`config.mk`:
```
export PLATFORM = sky130hd
export DESIGN_NAME = i2c_line_filter
export DESIGN_NICKNAME = d
export VERILOG_FILES = /design/src/rtl/i2c_line_filter.sv
export SDC_FILE = /design/constraint.sdc
export NUM_CORES = 1
export LEC_CHECK = 0
export CAP_MARGIN = 0
export CORE_ASPECT_RATIO = 1.1
export CORE_MARGIN = 2
export CORE_UTILIZATION = 45
export DETAILED_ROUTE_END_ITERATION = 6
export PLACE_DENSITY = 0.69
export SYNTH_ARGS = -nofsm -noshare
export SYNTH_HDL_FRONTEND = slang
export SYNTH_SLANG_ARGS = --single-unit
```
`constraint.sdc`:
```
create_clock -name clk -period 3.75 [get_ports clk]
set_clock_uncertainty 0.2 [all_clocks]
set_input_delay 0.75 -clock clk [delete_from_list [all_inputs] [get_ports clk]]
set_output_delay 0.75 -clock clk [all_outputs]
set_load 0.01 [all_outputs]
```
`src/rtl/i2c_line_filter.sv`:
```
// i2c_line_filter: synchronised, prescaled glitch filter and debouncer for slow open-drain lines.
// Defining I2C_LINE_FILTER_GLITCH_CNT_EN adds a saturating rejected-glitch counter (glitch_clr/glitch_cnt).
module i2c_line_filter #(
    parameter int   CHANNELS   = 2,
    parameter int   DIV_W      = 8,
    parameter int   CNT_W      = 8,
    parameter logic IDLE_LEVEL = 1'b1
) (
    input  logic                clk,
    input  logic                rst,
    input  logic                en,
    input  logic [DIV_W-1:0]    div,
    input  logic [CNT_W-1:0]    thresh,
    input  logic [CHANNELS-1:0] din,
    output logic [CHANNELS-1:0] dout,
    output logic [CHANNELS-1:0] rise,
    output logic [CHANNELS-1:0] fall
`ifdef I2C_LINE_FILTER_GLITCH_CNT_EN
    ,
    input  logic                glitch_clr,
    output logic [15:0]         glitch_cnt
`endif
);
    localparam logic [CHANNELS-1:0] IDLE = {CHANNELS{IDLE_LEVEL}};
    logic [CHANNELS-1:0] meta, sync, flip;
    logic [DIV_W-1:0]    presc;
    logic [CNT_W-1:0]    eff;
    logic                tick;
    always_ff @(posedge clk or posedge rst)
        if (rst) {meta, sync} <= {IDLE, IDLE};
        else {meta, sync} <= {din, meta};
    // >= rather than == so a live reduction of div never stalls the prescaler
    assign tick = en && presc >= div;
    always_ff @(posedge clk or posedge rst)
        if (rst) presc <= '0;
        else presc <= (!en || tick) ? '0 : presc + 1'b1;
    assign eff = (thresh == '0) ? CNT_W'(1) : thresh;
    for (genvar c = 0; c < CHANNELS; c++) begin : g_ch
        logic [CNT_W-1:0] cnt;
        logic [CNT_W:0]   inc;
        logic             d_q, r_q, f_q;
        assign inc     = {1'b0, cnt} + 1'b1;
        assign flip[c] = tick && sync[c] != d_q && inc >= {1'b0, eff};
        always_ff @(posedge clk or posedge rst)
            if (rst) begin
                cnt <= '0;
                d_q <= IDLE_LEVEL;
                r_q <= 1'b0;
                f_q <= 1'b0;
            end else begin
                r_q <= flip[c] && sync[c];
                f_q <= flip[c] && !sync[c];
                if (flip[c]) d_q <= sync[c];
                if (!en || flip[c] || (tick && sync[c] == d_q)) cnt <= '0;
                else if (tick) cnt <= inc[CNT_W-1:0];
            end
        assign dout[c] = d_q;
        assign rise[c] = r_q;
        assign fall[c] = f_q;
    end
`ifdef I2C_LINE_FILTER_GLITCH_CNT_EN
    logic [CHANNELS-1:0] reject;
    logic [16:0]         nrej, sum;
    // a reject is a tick that returns a nonzero count to zero while dout holds
    for (genvar c = 0; c < CHANNELS; c++) begin : g_rej
        assign reject[c] = tick && sync[c] == dout[c] && g_ch[c].cnt != '0;
    end
    always_comb begin
        nrej = '0;
        for (int i = 0; i < CHANNELS; i++) nrej = nrej + 17'(reject[i]);
    end
    assign sum = {1'b0, glitch_cnt} + nrej;
    always_ff @(posedge clk or posedge rst)
        if (rst) glitch_cnt <= '0;
        else glitch_cnt <= glitch_clr ? 16'h0 : (sum[16] ? 16'hFFFF : sum[15:0]);
`endif
endmodule

```
==> results.py <==
metrics = {
    "run_status": {
        "run_status": "finished, final reports clean",
    },
    "synth": {
        "synth.top_cell.area_share_pct": 31.53,
        "synth-warning-count": 0,
        "synth.yosys.seq_area_share_pct": 38.63,
        "avgSynthCellArea_sq_um": 9.537,
        "ys_types": 40,
        "ys_seq_elements": 34,
        "number_of_enable_type_register_cells_in_the_synthesized_netlist": 0,
        "ys_async_sr_fraction_pct": 100.0,
        "synth.cell_area_sq_mm": 0.002222,
        "dominantRegCellSynth": "sky130_fd_sc_hd__dfrtp_1",
        "synth_cells": 233,
        "synth.net_count": 281,
        "synth_largest_area_cell": "sky130_fd_sc_hd__dfrtp_1",
        "synthTopCellsByArea": "sky130_fd_sc_hd__dfrtp_1 (32%), sky130_fd_sc_hd__ha_1 (15%), sky130_fd_sc_hd__dfstp_2 (7.1%)",
    },
    "layout": {
        "fin_util_pct": 55.84,
        "fraction_of_layout_instances_using_a_drive_strength_above_1_pct": 9.924,
        "fin_area_sq_mm": 0.002634,
        "nets": 309,
        "antenna_cells_inserted": 0,
        "fill_cells": 431,
        "syn2layout_area_growth_pct": 18.52,
    },
    "route": {
        "drt-initial-drc-count": 77,
        "drc_errors": 0,
        "routed_via_density": 5.302,
        "avgRoutedWirePerCell_um": 13.28,
        "routed-via-count": 1686,
        "ant_nets": 0,
        "detail_route.first_pass.iterations": 4,
        "drt-total-wl_um": 4223,
    },
    "setup_path": {
        "setup.worst_path.start": "thresh[4]",
        "reg2reg_to": "g_ch[0].cnt[5]$_DFFE_PP0P_",
        "crit_path_max_incr_delay_ps": 470,
        "rr_startpoint": "g_ch[0].cnt[0]$_DFFE_PP0P_",
        "cp_cell_sequence": "clkdlybuf4s50_1 -> nor4_1 -> a41o_1 -> ha_1 -> nand2b_1 -> a2111oi_0 -> o21ai_1 -> a211oi_1 -> a21oi_1 -> a31oi_1",
        "arrival_worst_endpoint_ps": 3380,
        "cp-end-kind": "flop",
        "setup_crit_start_kind": "primary input",
        "r2r_depth": 11,
        "regToRegSetupSlack_ps": 400,
        "timing.critical_path.required_ps": 3750,
        "cpMaxStageDelayCell": "sky130_fd_sc_hd__a211oi_1",
        "critical_path.max_fanout": 4,
        "critPathCapture": "g_ch[0].cnt[5]$_DFFE_PP0P_",
        "timing.setup.critical_path_class": "in2reg",
    },
    "place": {
        "detailedPlacementHpwl_um": 3275,
        "placed_cell_area_sq_mm": 0.002517,
        "portBuffers": 26,
        "routabilityCongestion": 0.7811,
        "place_ws_ps": 112.6,
    },
    "die": {
        "die_y_um": 77.70,
        "initial_utilization_pct": 47.11,
        "io_pins": 27,
        "fp.dieW_um": 71,
        "die_area_sq_mm": 0.005517,
        "fp-row-count": 26,
        "floorplan.core_area_sq_mm": 0.004717,
    },
    "grt": {
        "global_route.overflow_total": 0,
        "grt_pass1_vias": 1759,
        "maximum_number_of_pins_on_one_net_before_global_route_repair": 35,
        "antenna_found_initial": 0,
        "grt_first_pass_wirelength_um": 7693,
        "total_global_routing_track_utilization_pct": 17.26,
    },
    "timing": {
        "final-setup-viol-count": 0,
        "period_needed_ps": 3378,
        "actual_transition_at_the_worst_max_transition_pin_ps": 487.4,
        "part_of_the_cycle_the_worst_path_needs_pct": 90.09,
        "fmax_mhz": 296.0,
        "fin_tns_setup_ps": 0,
        "slew_limit_fails": 0,
        "timing_hold_violations_final": 0,
        "worst_rel_slew_slack_pct": 66.66,
        "postLayoutSetupSlackWorst_ps": 371.6,
        "unrepaired_setup_endpoints_after_global_routing": "no",
    },
    "power": {
        "power.share.sequential_pct": 47.8,
        "power.clock.fraction_pct": 43.2,
        "internal-power_mw": 0.6265,
        "power.density_mw_per_mm2": 301.8,
        "static-leakage-power_nw": 1.320,
        "vdd_ir_drop_max_mv": 0.1833,
        "comb_power_share_pct": 9.0,
        "switching_share_pct": 21.17,
        "p_sw_mw": 0.1683,
    },
    "min_path": {
        "holdCritPathClass": "reg2reg",
    },
    "clock_tree": {
        "cts_tree": "yes",
        "post_cts.repair.setup_buffers": 0,
        "holdBufCountCts": 0,
        "cts.htree.levels": 2,
        "cts.root.buffer_cell": "sky130_fd_sc_hd__clkbuf_8",
        "clk-insertion-delay-late_ps": 280,
        "clk_path_buf_depth": 2,
        "cts_buffers": 5,
        "clk_transition_reported_paths_ps": 70,
        "cts_repair_resize_count": 0,
        "tritoncts_num_sinks": 34,
    },
    "job": {
        "maxCapViolations": 0,
    },
}
[through the flow]
stage | cells | total power, mW | hold slack, ps
detailed placement | 310 | 0.4593 | 152.2
finish | 318 | 0.7948 | 159.1
global placement | 310 | 0.4568 | 146.5
floorplan | 233 | 0.4231 | 145.2
global route | 318 | 0.8360 | 163.7
CTS | 318 | 0.8070 | 162.5
[how the worst min path moves through the flow]
stage | startpoint | to | cells past startpoint
6_report | meta[1]$_DFF_PP1_ | sync[1]$_DFF_PP1_ | 0
5_1_grt | meta[0]$_DFF_PP1_ | sync[0]$_DFF_PP1_ | 0
4_1_cts | meta[0]$_DFF_PP1_ | sync[0]$_DFF_PP1_ | 0
3_5_place_dp | meta[0]$_DFF_PP1_ | sync[0]$_DFF_PP1_ | 0
3_3_place_gp | meta[1]$_DFF_PP1_ | sync[1]$_DFF_PP1_ | 0
2_1_floorplan | meta[0]$_DFF_PP1_ | sync[0]$_DFF_PP1_ | 0
[worst max-delay path: cells and delay by family]
family          cells  cell delay (ps)
compound gates      6             1570
buf+inv             1              420
simple gates        2              400
fa+ha+maj           1              230
[synthesized netlist by cell type (6+ instances only)]
| cell | count |
|---|---|
| sky130_fd_sc_hd__dfrtp_1 | 28 |
| sky130_fd_sc_hd__ha_1 | 27 |
| sky130_fd_sc_hd__or2_2 | 6 |
| sky130_fd_sc_hd__nand2_1 | 27 |
| sky130_fd_sc_hd__dfstp_2 | 6 |
| sky130_fd_sc_hd__o21ai_0 | 7 |
| sky130_fd_sc_hd__a21oi_1 | 7 |
| sky130_fd_sc_hd__xnor2_1 | 6 |
| sky130_fd_sc_hd__buf_4 | 7 |
| sky130_fd_sc_hd__nor2b_1 | 6 |
| sky130_fd_sc_hd__inv_1 | 17 |
| sky130_fd_sc_hd__xor2_1 | 9 |
| sky130_fd_sc_hd__nor2_1 | 16 |
| sky130_fd_sc_hd__nand3_1 | 14 |
[flip-flops by register name (all words and copies together) (netlist names)]
register,count
presc,8
sync,2
g_ch.cnt,16
g_ch.d_q,2
g_ch.r_q,2
g_ch.f_q,2
meta,2
[placed cells by master, fill, tap and decap left out, drive strengths merged, types with 7 or more instances in the layout]
master,instances
a21oi,7
nand2,27
nand3,14
clkbuf,7
clkdlybuf4s50,26
xor2,9
dfrtp,28
nor2,16
ha,27
o21ai,10
inv,17
[power by group through the flow]
| stage | registers [mW] | logic [mW] | clock network (mW) |
|---|---|---|---|
| final | 0.380 | 0.0713 | 0.343 |
| after detailed placement | 0.387 | 0.0723 | 0 |
| after global routing | 0.381 | 0.0829 | 0.372 |
| after CTS | 0.380 | 0.0728 | 0.354 |
| after floorplan | 0.385 | 0.0381 | 0 |
| after global placement | 0.387 | 0.0702 | 0 |
[per-layer routing]
| metal | wire (um) | GRT usage, % | share of wire, % |
|---|---|---|---|
| met5 | 0 | 0 | 0 |
| met4 | 29 | 4.151 | 0.69 |
| met3 | 86 | 3.636 | 2.0 |
| met2 | 2228 | 31.21 | 53 |
| met1 | 1879 | 20.76 | 44 |
[logic make-up (layout without fill, tap and decap cells)]
kind of cell / count (synthesis) / after routing / synth area share [%]
simple gates: 89 / 89 / 20.38
compound gates: 41 / 41 / 13.40
flops: 34 / 34 / 38.63
fa+ha+maj: 27 / 27 / 15.20
buf+inv: 25 / 54 / 5.461
xor+xnor: 15 / 15 / 5.912
mux: 2 / 2 / 1.013
[cell type report]
class / instances / area [sq um] / area share (%)
tap: 56 / 70.07 / 2.660
clock inverter: 1 / 30.03 / 1.140
inverter: 17 / 63.81 / 2.423
multi-input combinational: 174 / 1242 / 47.17
clock buffer: 7 / 86.33 / 3.278
sequential: 34 / 858.3 / 32.59
timing repair buffer: 29 / 282.8 / 10.74
No activity file was read; power rests on OpenSTA's default activity.
